## src/rtl/power_gesture_ctrl.sv

```systemverilog
// Hood power controller: power button (instant on, long-press off), left/right wave
// gestures inside an editable window, and live editing of that window in seconds.
module power_gesture_ctrl #(
  parameter int CLK_HZ     = 100_000_000,
  parameter int HOLD_OFF_S = 3,
  parameter int GEST_DEF_S = 5,
  parameter int GEST_MIN_S = 1,
  parameter int GEST_MAX_S = 59,
  parameter int DEB_CYCLES = 1_000_000,
  parameter int SEC_W      = 6
) (
  input  logic             clk,
  input  logic             rst,
  input  logic             on_off_btn,
  input  logic             left_btn,
  input  logic             right_btn,
  input  logic             gesture_en,
  input  logic [3:0]       edit_btn,
  output logic             power_on,
  output logic             power_evt,
  output logic [SEC_W-1:0] gesture_s,
  output logic             edit_mode,
  output logic             edit_digit,
  output logic [1:0]       gest_state,
  output logic [SEC_W-1:0] gest_remain_s
);

  localparam int HOLD_CYC = HOLD_OFF_S * CLK_HZ;
  localparam int HOLD_W   = (HOLD_CYC > 1) ? $clog2(HOLD_CYC) : 1;
  localparam int PRE_W    = (CLK_HZ > 1) ? $clog2(CLK_HZ) : 1;
  localparam int DEB_W    = (DEB_CYCLES > 1) ? $clog2(DEB_CYCLES) : 1;
  localparam logic [SEC_W:0] MIN_X = (SEC_W+1)'(GEST_MIN_S);
  localparam logic [SEC_W:0] MAX_X = (SEC_W+1)'(GEST_MAX_S);

  typedef enum logic [1:0] {
    G_IDLE  = 2'b00,
    G_ARM_L = 2'b01,
    G_ARM_R = 2'b10,
    G_LOCK  = 2'b11
  } gest_t;

  gest_t             state_q, state_d;
  logic              power_q, power_d, evt_q, evt_d;
  logic [SEC_W-1:0]  gest_s_q, gest_s_d, remain_q, remain_d;
  logic              edit_mode_q, edit_mode_d, edit_digit_q, edit_digit_d;
  logic [PRE_W-1:0]  presc_q, presc_d;
  logic [HOLD_W-1:0] hold_q, hold_d;
  logic              lock_q, lock_d;
  logic              btn_prev_q, btn_prev_d, left_prev_q, left_prev_d, right_prev_q, right_prev_d;
  logic [DEB_W-1:0]  deb_cnt_q, deb_cnt_d;
  logic [3:0]        samp_q, samp_d, edge_q, edge_d;

  logic btn_rise, left_rise, right_rise, deb_tick, presc_wrap, timeout;
  logic btn_on, btn_off, g_on, g_off;
  logic [SEC_W:0] step, sum;

  always_comb begin
    btn_rise   = on_off_btn & ~btn_prev_q;
    left_rise  = left_btn & ~left_prev_q;
    right_rise = right_btn & ~right_prev_q;
    btn_prev_d   = on_off_btn;
    left_prev_d  = left_btn;
    right_prev_d = right_btn;

    // Edit buttons are raw: look at them only once per DEB_CYCLES.
    deb_tick  = (deb_cnt_q == DEB_W'(DEB_CYCLES - 1));
    deb_cnt_d = deb_tick ? '0 : deb_cnt_q + 1'b1;
    samp_d    = deb_tick ? edit_btn : samp_q;
    edge_d    = deb_tick ? (edit_btn & ~samp_q) : 4'b0000;

    lock_d  = lock_q;
    hold_d  = hold_q;
    btn_on  = 1'b0;
    btn_off = 1'b0;
    if (!on_off_btn) begin
      lock_d = 1'b0;
      hold_d = '0;
    end else if (!power_q) begin
      hold_d = '0;
      if (btn_rise && !lock_q) begin
        btn_on = 1'b1;
        lock_d = 1'b1;
      end
    end else if (!lock_q) begin
      if (hold_q == HOLD_W'(HOLD_CYC - 1)) begin
        btn_off = 1'b1;
        lock_d  = 1'b1;
        hold_d  = '0;
      end else begin
        hold_d = hold_q + 1'b1;
      end
    end

    state_d    = state_q;
    remain_d   = remain_q;
    presc_d    = presc_q;
    g_on       = 1'b0;
    g_off      = 1'b0;
    presc_wrap = (presc_q == PRE_W'(CLK_HZ - 1));
    timeout    = presc_wrap && (remain_q == SEC_W'(1));
    if (!gesture_en) begin
      state_d  = G_IDLE;
      remain_d = '0;
      presc_d  = '0;
    end else begin
      case (state_q)
        G_IDLE: begin
          if (left_rise && !right_btn) begin
            state_d  = G_ARM_L;
            remain_d = gest_s_q;
            presc_d  = '0;
          end else if (right_rise && !left_btn) begin
            state_d  = G_ARM_R;
            remain_d = gest_s_q;
            presc_d  = '0;
          end
        end
        G_ARM_L, G_ARM_R: begin
          presc_d = presc_wrap ? '0 : presc_q + 1'b1;
          // Expiry wins over a same-edge completion so the window is exact.
          if (timeout) begin
            state_d  = G_IDLE;
            remain_d = '0;
          end else if ((state_q == G_ARM_L) ? right_rise : left_rise) begin
            state_d  = G_LOCK;
            remain_d = '0;
            presc_d  = '0;
            g_on     = (state_q == G_ARM_L);
            g_off    = (state_q == G_ARM_R);
          end else if ((state_q == G_ARM_L) ? left_rise : right_rise) begin
            remain_d = gest_s_q;
            presc_d  = '0;
          end else if (presc_wrap) begin
            remain_d = remain_q - 1'b1;
          end
        end
        default: begin
          if (!left_btn && !right_btn) state_d = G_IDLE;
        end
      endcase
    end

    power_d = power_q;
    if (btn_on)       power_d = 1'b1;
    else if (btn_off) power_d = 1'b0;
    else if (g_on)    power_d = 1'b1;
    else if (g_off)   power_d = 1'b0;
    evt_d = (power_d != power_q);

    edit_mode_d  = edit_mode_q;
    edit_digit_d = edit_digit_q;
    gest_s_d     = gest_s_q;
    step         = edit_digit_q ? (SEC_W+1)'(10) : (SEC_W+1)'(1);
    sum          = {1'b0, gest_s_q} + step;
    if ($onehot(edge_q)) begin
      if (edge_q[3] && power_q) edit_mode_d = ~edit_mode_q;
      if (edit_mode_q) begin
        if (edge_q[0]) edit_digit_d = ~edit_digit_q;
        if (edge_q[2]) gest_s_d = (sum > MAX_X) ? MIN_X[SEC_W-1:0] : sum[SEC_W-1:0];
        if (edge_q[1]) gest_s_d = ({1'b0, gest_s_q} < (step + MIN_X)) ? MAX_X[SEC_W-1:0]
                                                                       : gest_s_q - step[SEC_W-1:0];
      end
    end
    if (!power_d) begin
      edit_mode_d  = 1'b0;
      edit_digit_d = 1'b0;
    end
  end

  always_ff @(posedge clk or negedge rst) begin
    if (!rst) begin
      state_q      <= G_IDLE;
      power_q      <= 1'b0;
      evt_q        <= 1'b0;
      gest_s_q     <= SEC_W'(GEST_DEF_S);
      remain_q     <= '0;
      edit_mode_q  <= 1'b0;
      edit_digit_q <= 1'b0;
      presc_q      <= '0;
      hold_q       <= '0;
      lock_q       <= 1'b0;
      btn_prev_q   <= 1'b0;
      left_prev_q  <= 1'b0;
      right_prev_q <= 1'b0;
      deb_cnt_q    <= '0;
      samp_q       <= 4'b0000;
      edge_q       <= 4'b0000;
    end else begin
      state_q      <= state_d;
      power_q      <= power_d;
      evt_q        <= evt_d;
      gest_s_q     <= gest_s_d;
      remain_q     <= remain_d;
      edit_mode_q  <= edit_mode_d;
      edit_digit_q <= edit_digit_d;
      presc_q      <= presc_d;
      hold_q       <= hold_d;
      lock_q       <= lock_d;
      btn_prev_q   <= btn_prev_d;
      left_prev_q  <= left_prev_d;
      right_prev_q <= right_prev_d;
      deb_cnt_q    <= deb_cnt_d;
      samp_q       <= samp_d;
      edge_q       <= edge_d;
    end
  end

  assign power_on      = power_q;
  assign power_evt     = evt_q;
  assign gesture_s     = gest_s_q;
  assign edit_mode     = edit_mode_q;
  assign edit_digit    = edit_digit_q;
  assign gest_state    = state_q;
  assign gest_remain_s = remain_q;

endmodule
```

## config.mk

```make
export PLATFORM = sky130hd
export DESIGN_NAME = power_gesture_ctrl
export DESIGN_NICKNAME = d
export VERILOG_FILES = /design/src/rtl/power_gesture_ctrl.sv
export SDC_FILE = /design/constraint.sdc
export NUM_CORES = 1
export LEC_CHECK = 0
export CAP_MARGIN = 20
export CORE_MARGIN = 5
export CORE_UTILIZATION = 40
export CTS_BUF_LIST = sky130_fd_sc_hd__clkbuf_4
export CTS_CLUSTER_SIZE = 30
export DETAILED_ROUTE_END_ITERATION = 8
export HOLD_SLACK_MARGIN = 0.12
export PLACE_DENSITY = 0.66
export SLEW_MARGIN = 0
export SYNTH_ARGS = -nofsm -noshare
export SYNTH_HDL_FRONTEND = slang
export SYNTH_SLANG_ARGS = --single-unit
export TNS_END_PERCENT = 20
```

## constraint.sdc

```tcl
create_clock -name clk -period 3.55 [get_ports clk]
set_input_delay 0.71 -clock clk [delete_from_list [all_inputs] [get_ports clk]]
set_output_delay 0.71 -clock clk [all_outputs]
set_load 0.01 [all_outputs]
```

# [Yosys cells after proc, flatten, opt, wreduce, memory -nomap -nowiden]
# Index checks and enable logic that the tools add are counted.
[word_totals] ff_bits=106 inputBits=10 out_inout_bits=18 word_cells=141
[classes] addsub=10 magnitude_cmp=2 n_eq_ne=19 mux=66 n_bitwise=10 n_reduce_logical=18
[op_table] cell="2-to-1 mux 27 bit" n=7
[op_table] cell="2-to-1 mux 29 bit" n=4
[op_table] cell="2-to-1 mux 6 bit" n=11
[op_table] cell="case mux 27 bit (2 select lines)" n=1
[op_table] cell="2-to-1 mux 1 bit" n=32
[op_table] cell="adder 29 x 1 -> 29 bit (second input constant)" n=1
[op_table] cell="== test 29 bit (second input constant)" n=1
[op_table] cell="adder 27 x 1 -> 27 bit (second input constant)" n=1
[op_table] cell="== test 27 bit (second input constant)" n=1
[op_table] cell="adder 20 x 1 -> 20 bit (second input constant)" n=1
[op_table] cell="== test 20 bit (second input constant)" n=1
[op_table] cell="2-to-1 mux 20 bit" n=1
[op_table] cell="2-to-1 mux 2 bit" n=6
[op_table] cell="case mux 6 bit (2 select lines)" n=1
[op_table] cell="AND reduction 3 bit" n=4
[op_table] cell="2-to-1 mux 4 bit" n=2
[op_table] cell="!= test 2 x 1 -> 1 bit (second input constant)" n=4
[op_table] cell="!= test 4 bit (second input constant)" n=2
[op_table] cell="adder 6 x 4 -> 7 bit" n=1
[op_table] cell="greater-than comparator 7 x 6 -> 1 bit (second input constant)" n=1
[op_table] cell="== test 6 x 1 -> 1 bit (second input constant)" n=1
[op_table] cell="logical AND 1 bit" n=6
[op_table] cell="less-than comparator 6 x 5 -> 1 bit" n=1
[op_table] cell="!= test 3 x 1 -> 1 bit (second input constant)" n=2
[op_table] cell="22 further kinds" n=32

# [Depth between registers and ports, before layout]
# Gate-level depths: netlist of the first run.
[depth] depth_word=13 ltp_mapped=12 ltp_nobuf=11

# [Worst setup path after synthesis of the first run]
# Ideal clock, no wire load.
[synth_path] kind="register to register" startpoint="reg edge_q[1]" endpoint="reg gest_s_q[4] (netlist: gesture_s[4])" setup_ns=0.123 arrival_time_ns=2.772 required_time_ns=3.427 setup_slack_ns=0.655 path_stages_with_launch=13 path_buffers=1 period_less_slack_ns=2.895 path_cell_list="dfrtp_1 -> clkbuf_1 -> inv_1 -> fa_1 -> inv_1 -> ha_1 -> ha_1 -> and4bb_2 -> o21a_1 -> o21ai_1 -> or3_1 -> o22ai_1 -> a21oi_1"
[synth_via] elab_chain_cells=4 word_cells_on_any_way=6 cone_classes="add/sub (2); eq/ne (1); mux (1); reduce/logical (2)"
[synth_lines] item="start: declaration" line="51" source="logic [3:0] samp_q, samp_d, edge_q, edge_d;"
[synth_lines] item="start signal: assignment" line="204" source="edge_q <= edge_d;"
[synth_lines] item="adder 1 x 1 -> 2 bit (not written as such)" line="155" source="if ($onehot(edge_q)) begin"
[synth_lines] item="adder 2 x 2 -> 3 bit (not written as such)" line="155"
[synth_lines] item="== test 3 x 1 -> 1 bit" line="155"
[synth_lines] item="AND reduction 3 bit (no line)"
[synth_lines] item="end signal: assignment" line="175" source="gest_s_q <= SEC_W'(GEST_DEF_S);"
[synth_lines] item="end signal: assignment" line="192" source="gest_s_q <= gest_s_d;"
[synth_lines] item="end: declaration" line="44" source="logic [SEC_W-1:0] gest_s_q, gest_s_d, remain_q, remain_d;"
# Parallel ways exist; a longest one is shown, timed or not.
# A chain may end at the register's enable or synchronous reset.

# [Worst setup path in the final report of the first run]
# Ends and elaborated chain as after synthesis.

==> impl_results.md, run 1 <==
* Fin crit share at 0.868
* Design area at 6740 um2
* I/O pin cnt at 28
* Final wirelength at 13.5 mm
* # nets final at 701
* Worst EP required at 3.92 ns
* Static leakage at 2.87 nW
* Final Skew at 0.0183 ns
* CTS Buffer Depth at 2
* Area of the multi-input gates at 3280 um2
* Final Power at 0.00300 W
* Die height at 134 um
* Avg Cell Area, Syn at 9.46 um2
* Cell count after placement at 847
* Area leader, netlist: dfrtp_1
* Status: finished, final reports clean
* Largest net degree at the start of global routing at 57
* Drt initial violations at 395
* Hold Vio Cnt, Final at 0
* Hold Buf Count CTS at 0
* DR WL/cell at 15.7 um
* Ys async rst share at 1.00
* Slew HR at 0.377
* Fin crit period at 3.08 ns
* Sequential area share after synthesis at 0.430
* Core ar. at 15100 um2
* Die width at 134 um
* PortBufs at 27
* First-pass GRT wire length at 22.7 mm
* Tot GR Track Use at 0.152
* Max VDD drop at 0.000148 V
* Ys Warns at 0
* Drt drc at 0
* Post-Synthesis Cells at 653
* TritonCTS clock tree: yes
* Synth unique cells at 75
* Worst skew pair latency at 0.47 ns
* Vias post-DR at 4946
* RePlAce Congestion at 0.852
* Placed Area at 6580 um2
* Vias in the first global route at 4634
* Total gr overflow at 0
* Row Count at 45
* Setup CP Type: register to register
* Root buf cell: clkbuf_4
* Arrival time worst endpoint at 3.45 ns
* Hold Crit Class: input port to async pin
* CP max FO at 8
* Setup crit end kind: register
* Cts repair resizes at 0
* Via density at 5.73
* Max Slew Vio Count at 0
* Synthesized Nets at 684
* DP HPWL at 9.83 mm
* Drt pass-1 iters at 7
* FMAX at 0.325 GHz
* RSZ-0062 raised after global routing: false
* Antenna Cells at 0
* Non-filler cells in the finished layout at 863
* Power density over the cells at 445 nW/um2
* Synth Register Bits at 106
* Area delta synth->final at 9.08%
* Most frequent cell after synthesis: dfrtp_1
* Routed Antenna Nets at 0
* Mapped cell area at 6180 um2
* Commonest cells in the synthesized netlist: dfrtp_1 (104), nor2_1 (72), o21ai_0 (50), nand2_1 (43), nand3_1 (33)
* Fill cells at 1438
* Register area at 2660 um2
* CTS Buf Count at 9
* Clk slew on worst S/H paths at 0.16 ns
* Maximum capacitance violations at 0
* Synth area leaders: dfrtp_1 (42%), nor2_1 (4.4%), o21ai_0 (4.1%), xor2_1 (3.7%), ha_1 (3.6%)
* Fin Setup TNS at 0 ns
* Die area at 18000 um2
* Share of cells above drive strength 1 at 0.0696
* Initial core utilization at 0.408
* Yosys top cell area share at 0.421
* Post-synth EDFFs at 0
* Slew at the pin with the worst max-slew slack at 0.934 ns
* Postcts setup bufs at 0
* Setup crit start kind: register
* H-tree depth at 3
* Most common flop cell mapped by yosys: dfrtp_1
* Final setup viols at 0
* Antenna violations before repair at 0
* Clk sink count at 106
==> layout by cell type, fill, tap and decap left out, types with 12 or more instances in the layout <==
cell / count
o21ai_0: 50
clkdlybuf4s50_1: 26
nor2_1: 72
xnor2_1: 23
dfrtp_1: 104
nand3_1: 33
and3_1: 15
inv_1: 24
nand4_1: 22
nor3_1: 15
clkbuf_4: 12
xor2_1: 26
nand2_1: 43
o31ai_1: 17
a21oi_1: 18
ha_1: 18
==> state kept, by name (all words and copies together), names as in the netlist <==
| name | cells |
|---|---|
| btn_prev_q | 1 |
| edge_q | 4 |
| edit_digit | 1 |
| right_prev_q | 1 |
| samp_q | 4 |
| deb_cnt_q | 20 |
| hold_q | 29 |
| left_prev_q | 1 |
| lock_q | 1 |
| gest_remain_s | 6 |
| edit_mode | 1 |
| power_evt | 1 |
| power_on | 1 |
| presc_q | 27 |
| gesture_s | 6 |
| gest_state | 2 |
==> final cells by class <==
class | count | share of cell area
clock inverter | 4 | 0.0102
multi-input combinational | 496 | 0.488
sequential | 106 | 0.394
timing repair buffer | 33 | 0.0464
inverter | 24 | 0.0134
tap | 188 | 0.0349
clock buffer | 12 | 0.0134
==> kinds of logic after synthesis <==
logic type	Yosys count	synth area share
mux	9	0.0156
flops	106	0.430
simple gates	280	0.256
buf+inv	51	0.0383
fa+ha+maj	21	0.0462
compound gates	137	0.144
xor+xnor	49	0.0695
==> where the power goes <==
group	total [W]	leakage, nW	switching [W]	internal (W)
Sequential	0.00136	1.44	0.0000902	0.00127
Combinational	0.000936	1.34	0.000552	0.000383
Clock	0.000697	0.0890	0.000390	0.000307
==> metrics by stage <==
| step | utilization | hold slack (ns) | setup slack, ns |
|---|---|---|---|
| floorplan | - | 0.414 | 0.655 |
| global placement | 0.434 | 0.457 | 0.588 |
| detailed placement | 0.434 | 0.463 | 0.478 |
| CTS | 0.445 | 0.283 | 0.461 |
| global route | 0.445 | 0.317 | 0.257 |
| finish | 0.445 | 0.276 | 0.468 |
==> final timing paths <==
| path | slack [ns] | end | start | cells past startpoint |
|---|---|---|---|---|
| min | 0.28 | presc_q[13] | rst | 1 |
| min reg2reg | 0.48 | deb_cnt_q[4] | deb_cnt_q[4] | 1 |
| max in group asynchronous | 2.39 | hold_q[19] | rst | 2 |
| max | 0.47 | gesture_s[4] | edge_q[1] | 11 |
| min in group clk | 0.48 | deb_cnt_q[4] | deb_cnt_q[4] | 1 |
| max reg2reg | 0.47 | gesture_s[4] | edge_q[1] | 11 |
==> worst max-delay path, stage by stage (launching register included) <==
cell,delay [ns]
dfrtp_1,0.50
inv_1,0.16
fa_1,0.53
inv_1,0.04
ha_1,0.17
ha_1,0.28
and4bb_2,0.31
o21a_1,0.23
o21ai_1,0.21
or3_1,0.38
o22ai_1,0.12
a21oi_1,0.05
==> metal layers <==
layer | global-route usage | vias to the layer above | part of all wire
li1 | - | 2396 | -
met1 | 0.214 | 2398 | 0.49
met2 | 0.238 | 128 | 0.45
met3 | 0.0248 | 24 | 0.041
met4 | 0.0549 | 0 | 0.020
met5 | 0 | - | 0
No activity file was read; power rests on OpenSTA's default activity.
==> run 2, diff against run 1 <==
--- a/config.mk
+++ b/config.mk
@@ -9,6 +9,7 @@
 export CORE_MARGIN = 5
 export CORE_UTILIZATION = 40
 export CTS_BUF_LIST = sky130_fd_sc_hd__clkbuf_4
+export CTS_CLUSTER_DIAMETER = 30
 export CTS_CLUSTER_SIZE = 30
 export DETAILED_ROUTE_END_ITERATION = 8
 export HOLD_SLACK_MARGIN = 0.12
==> results of run 2 <==
No change in the layout: final DEF, timing and power equal those of run 1.
==> run 3, diff against run 2 <==
--- a/config.mk
+++ b/config.mk
@@ -6,7 +6,7 @@
 export NUM_CORES = 1
 export LEC_CHECK = 0
 export CAP_MARGIN = 20
-export CORE_MARGIN = 5
+export CORE_MARGIN = 3
 export CORE_UTILIZATION = 40
 export CTS_BUF_LIST = sky130_fd_sc_hd__clkbuf_4
 export CTS_CLUSTER_DIAMETER = 30
==> run 3 against run 2 <==
Routed wire length grew 2.3%; via count is 0.42% lower; worst hold slack got worse by 0.027 ns; clock power down 7.2%; clock skew down 0.0030 ns; cell count down 0.46%; global-route usage is 1.8 points higher; register-to-register slack worse by 0.03 ns; non-clock buffer count unchanged; combinational power up 3.3%; final area is 0.32% higher; first-iteration DRC count grew 14%.
==> impl_results.md, run 3 (synthesis results as in run 1) <==
* Status: finished, final reports clean (unchanged)
* Internal power at 0.00184 W (was 0.00196 W)
* DR WL/cell at 16.1 um (was 15.7 um)
* Antenna violations before repair at 0 (unchanged)
* Cts repair resizes at 0 (unchanged)
* First-pass GRT wire length at 23.5 mm (was 22.7 mm)
* DP HPWL at 9.82 mm (was 9.83 mm)
* Final Skew at 0.0152 ns (was 0.0183 ns)
* Total gr overflow at 0 (unchanged)
* Power density over the cells at 440 nW/um2 (was 445 nW/um2)
* Drt drc at 0 (unchanged)
* Tot GR Track Use at 0.171 (was 0.152)
* Final setup viols at 0 (unchanged)
* Drt pass-1 iters at 5 (was 7)
* RSZ-0062 raised after global routing: false (unchanged)
* Maximum capacitance violations at 0 (unchanged)
* # nets final at 701 (unchanged)
* Worst skew pair latency at 0.49 ns (was 0.47 ns)
* Max VDD drop at 0.000178 V (was 0.000148 V)
* Sw Share at 0.381 (was 0.345)
* Placed Area at 6580 um2 (unchanged)
* Via density at 5.73 (about the same)
* Fin crit share at 0.876 (was 0.868)
* Max Slew Vio Count at 0 (unchanged)
* PortBufs at 27 (unchanged)
* Static leakage at 2.87 nW (about the same)
* Share of cells above drive strength 1 at 0.0711 (was 0.0696)
* RePlAce Congestion at 0.895 (was 0.852)
* CTS Buf Count at 9 (unchanged)
* Largest net degree at the start of global routing at 57 (unchanged)
* Vias in the first global route at 4829 (was 4634)
* Dpl ws at 0.502 ns (was 0.478 ns)
* CP max FO at 8 (unchanged)
* Fin Setup TNS at 0 ns (unchanged)
* Slew HR at 0.425 (was 0.377)
* Combinational Power Share at 0.325 (was 0.312)
* Core ar. at 14800 um2 (was 15100 um2)
* Hold Crit Class: input port to async pin (unchanged)
* Arrival time worst endpoint at 3.51 ns (was 3.45 ns)
* Root buf cell: clkbuf_4 (unchanged)
* I/O pin cnt at 28 (unchanged)
* FMAX at 0.322 GHz (was 0.325 GHz)
* Fin crit period at 3.11 ns (was 3.08 ns)
* Biggest regs: hold_q: 29 flops, presc_q: 27 flops, deb_cnt_q: 20 flops (unchanged)
* Worst EP required at 3.95 ns (was 3.92 ns)
* Clock power frac at 0.217 (was 0.233)
* Setup crit start kind: register (unchanged)
* Area delta synth->final at 9.42% (was 9.08%)
* Clk sink count at 106 (unchanged)
* Slack of the critical path at 0.441 ns (was 0.468 ns)
* Die width at 130 um (was 134 um)
* Hold Buf Count CTS at 0 (unchanged)
* Routed Antenna Nets at 0 (unchanged)
* Fill cells at 1388 (was 1438)
* H-tree depth at 3 (unchanged)
* Die area at 17000 um2 (was 18000 um2)
* Setup crit end kind: register (unchanged)
* Most common cell after layout, fill and taps aside: dfrtp_1 (unchanged)
* Setup CP Type: register to register (unchanged)
* Row Count at 44 (was 45)
* TritonCTS clock tree: yes (unchanged)
* Vias post-DR at 4925 (was 4946)
* Postcts setup bufs at 0 (unchanged)
* Die height at 130 um (was 134 um)
* CTS Buffer Depth at 2 (unchanged)
* Commonest non-fill, non-tap cells in the layout: dfrtp_1 (104), nor2_1 (72), o21ai_0 (50) (unchanged)
* Antenna Cells at 0 (unchanged)
* Max reg flops at 29 (unchanged)
* Initial core utilization at 0.417 (was 0.408)
* Seq pwr share at 0.458 (was 0.455)
* Design area at 6760 um2 (was 6740 um2)
* Final wirelength at 13.8 mm (was 13.5 mm)
* Hold Vio Cnt, Final at 0 (unchanged)
* Drt initial violations at 449 (was 395)
* Switching power at 0.00113 W (was 0.00103 W)
* Clk slew on worst S/H paths at 0.19 ns (was 0.16 ns)
* Slew at the pin with the worst max-slew slack at 0.862 ns (was 0.934 ns)
* Largest Register: hold_q (unchanged)
==> run 3: cell count changes in the layout (fill, tap and decap cells not counted), moves of 2 or more <==
cell,delta
bufinv_16,-2
buf_4,-2
clkbuf_4,-3
clkinv_8,+3
clkinv_4,+2
==> run 3: per-layer routing <==
metal,global-route usage,vias up,routed length [um]
li1,-,2386,-
met4,0.0367,0,140
met2,0.275,107,6540
met5,0,-,0
met3,0.0393,10,546
met1,0.236,2422,6620
==> run 3: power by group through the flow <==
stage	registers, W	clock network [W]	logic, W
2_1_floorplan	0.00137	0	0.000689
3_3_place_gp	0.00138	0	0.000921
3_5_place_dp	0.00138	0	0.000946
4_1_cts	0.00136	0.000679	0.000952
5_1_grt	0.00138	0.000720	0.00108
6_report	0.00136	0.000647	0.000967
==> run 3: cell type report <==
| cell class | count | area (um2) | share of cell area |
|---|---|---|---|
| Clock buffer | 9 | 67.6 | 0.0100 |
| Clock inverter | 7 | 85.1 | 0.0126 |
| Timing Repair Buffer | 33 | 345 | 0.0511 |
| Multi-Input combinational cell | 496 | 3280 | 0.486 |
| Tap cell | 184 | 230 | 0.0341 |
| Inverter | 24 | 90.1 | 0.0133 |
| Sequential cell | 106 | 2660 | 0.393 |
==> run 3: per-stage QoR <==
stage          hold WS, ns  utilization  cells  total power, W
2_1_floorplan        0.414            -    653         0.00206
3_3_place_gp         0.455        0.444    842         0.00230
3_5_place_dp         0.475        0.444    842         0.00233
4_1_cts              0.239        0.454    858         0.00299
5_1_grt              0.233        0.456    859         0.00318
6_report             0.249        0.456    859         0.00298
==> run 3: worst paths after layout <==
path                            slack (ns)           from       endpoint  cells after the start
worst min-delay path                  0.25            rst   deb_cnt_q[7]                      1
worst max-delay path                  0.44      edge_q[1]   gesture_s[4]                     11
min in group clk                      0.49  deb_cnt_q[18]  deb_cnt_q[18]                      1
max in group asynchronous             2.51            rst   gesture_s[2]                      2
worst max register to register        0.44      edge_q[1]   gesture_s[4]                     11
worst min register to register        0.49  deb_cnt_q[18]  deb_cnt_q[18]                      1
==> run 3: worst max-delay path, stage by stage (launching register included) <==
cell and delay (ns):
dfrtp_1 0.51, inv_1 0.17, fa_1 0.52, inv_1 0.04
ha_1 0.17, ha_1 0.27, and4bb_2 0.32, o21a_1 0.23
o21ai_1 0.21, or3_1 0.39, o22ai_1 0.12, a21oi_1 0.06
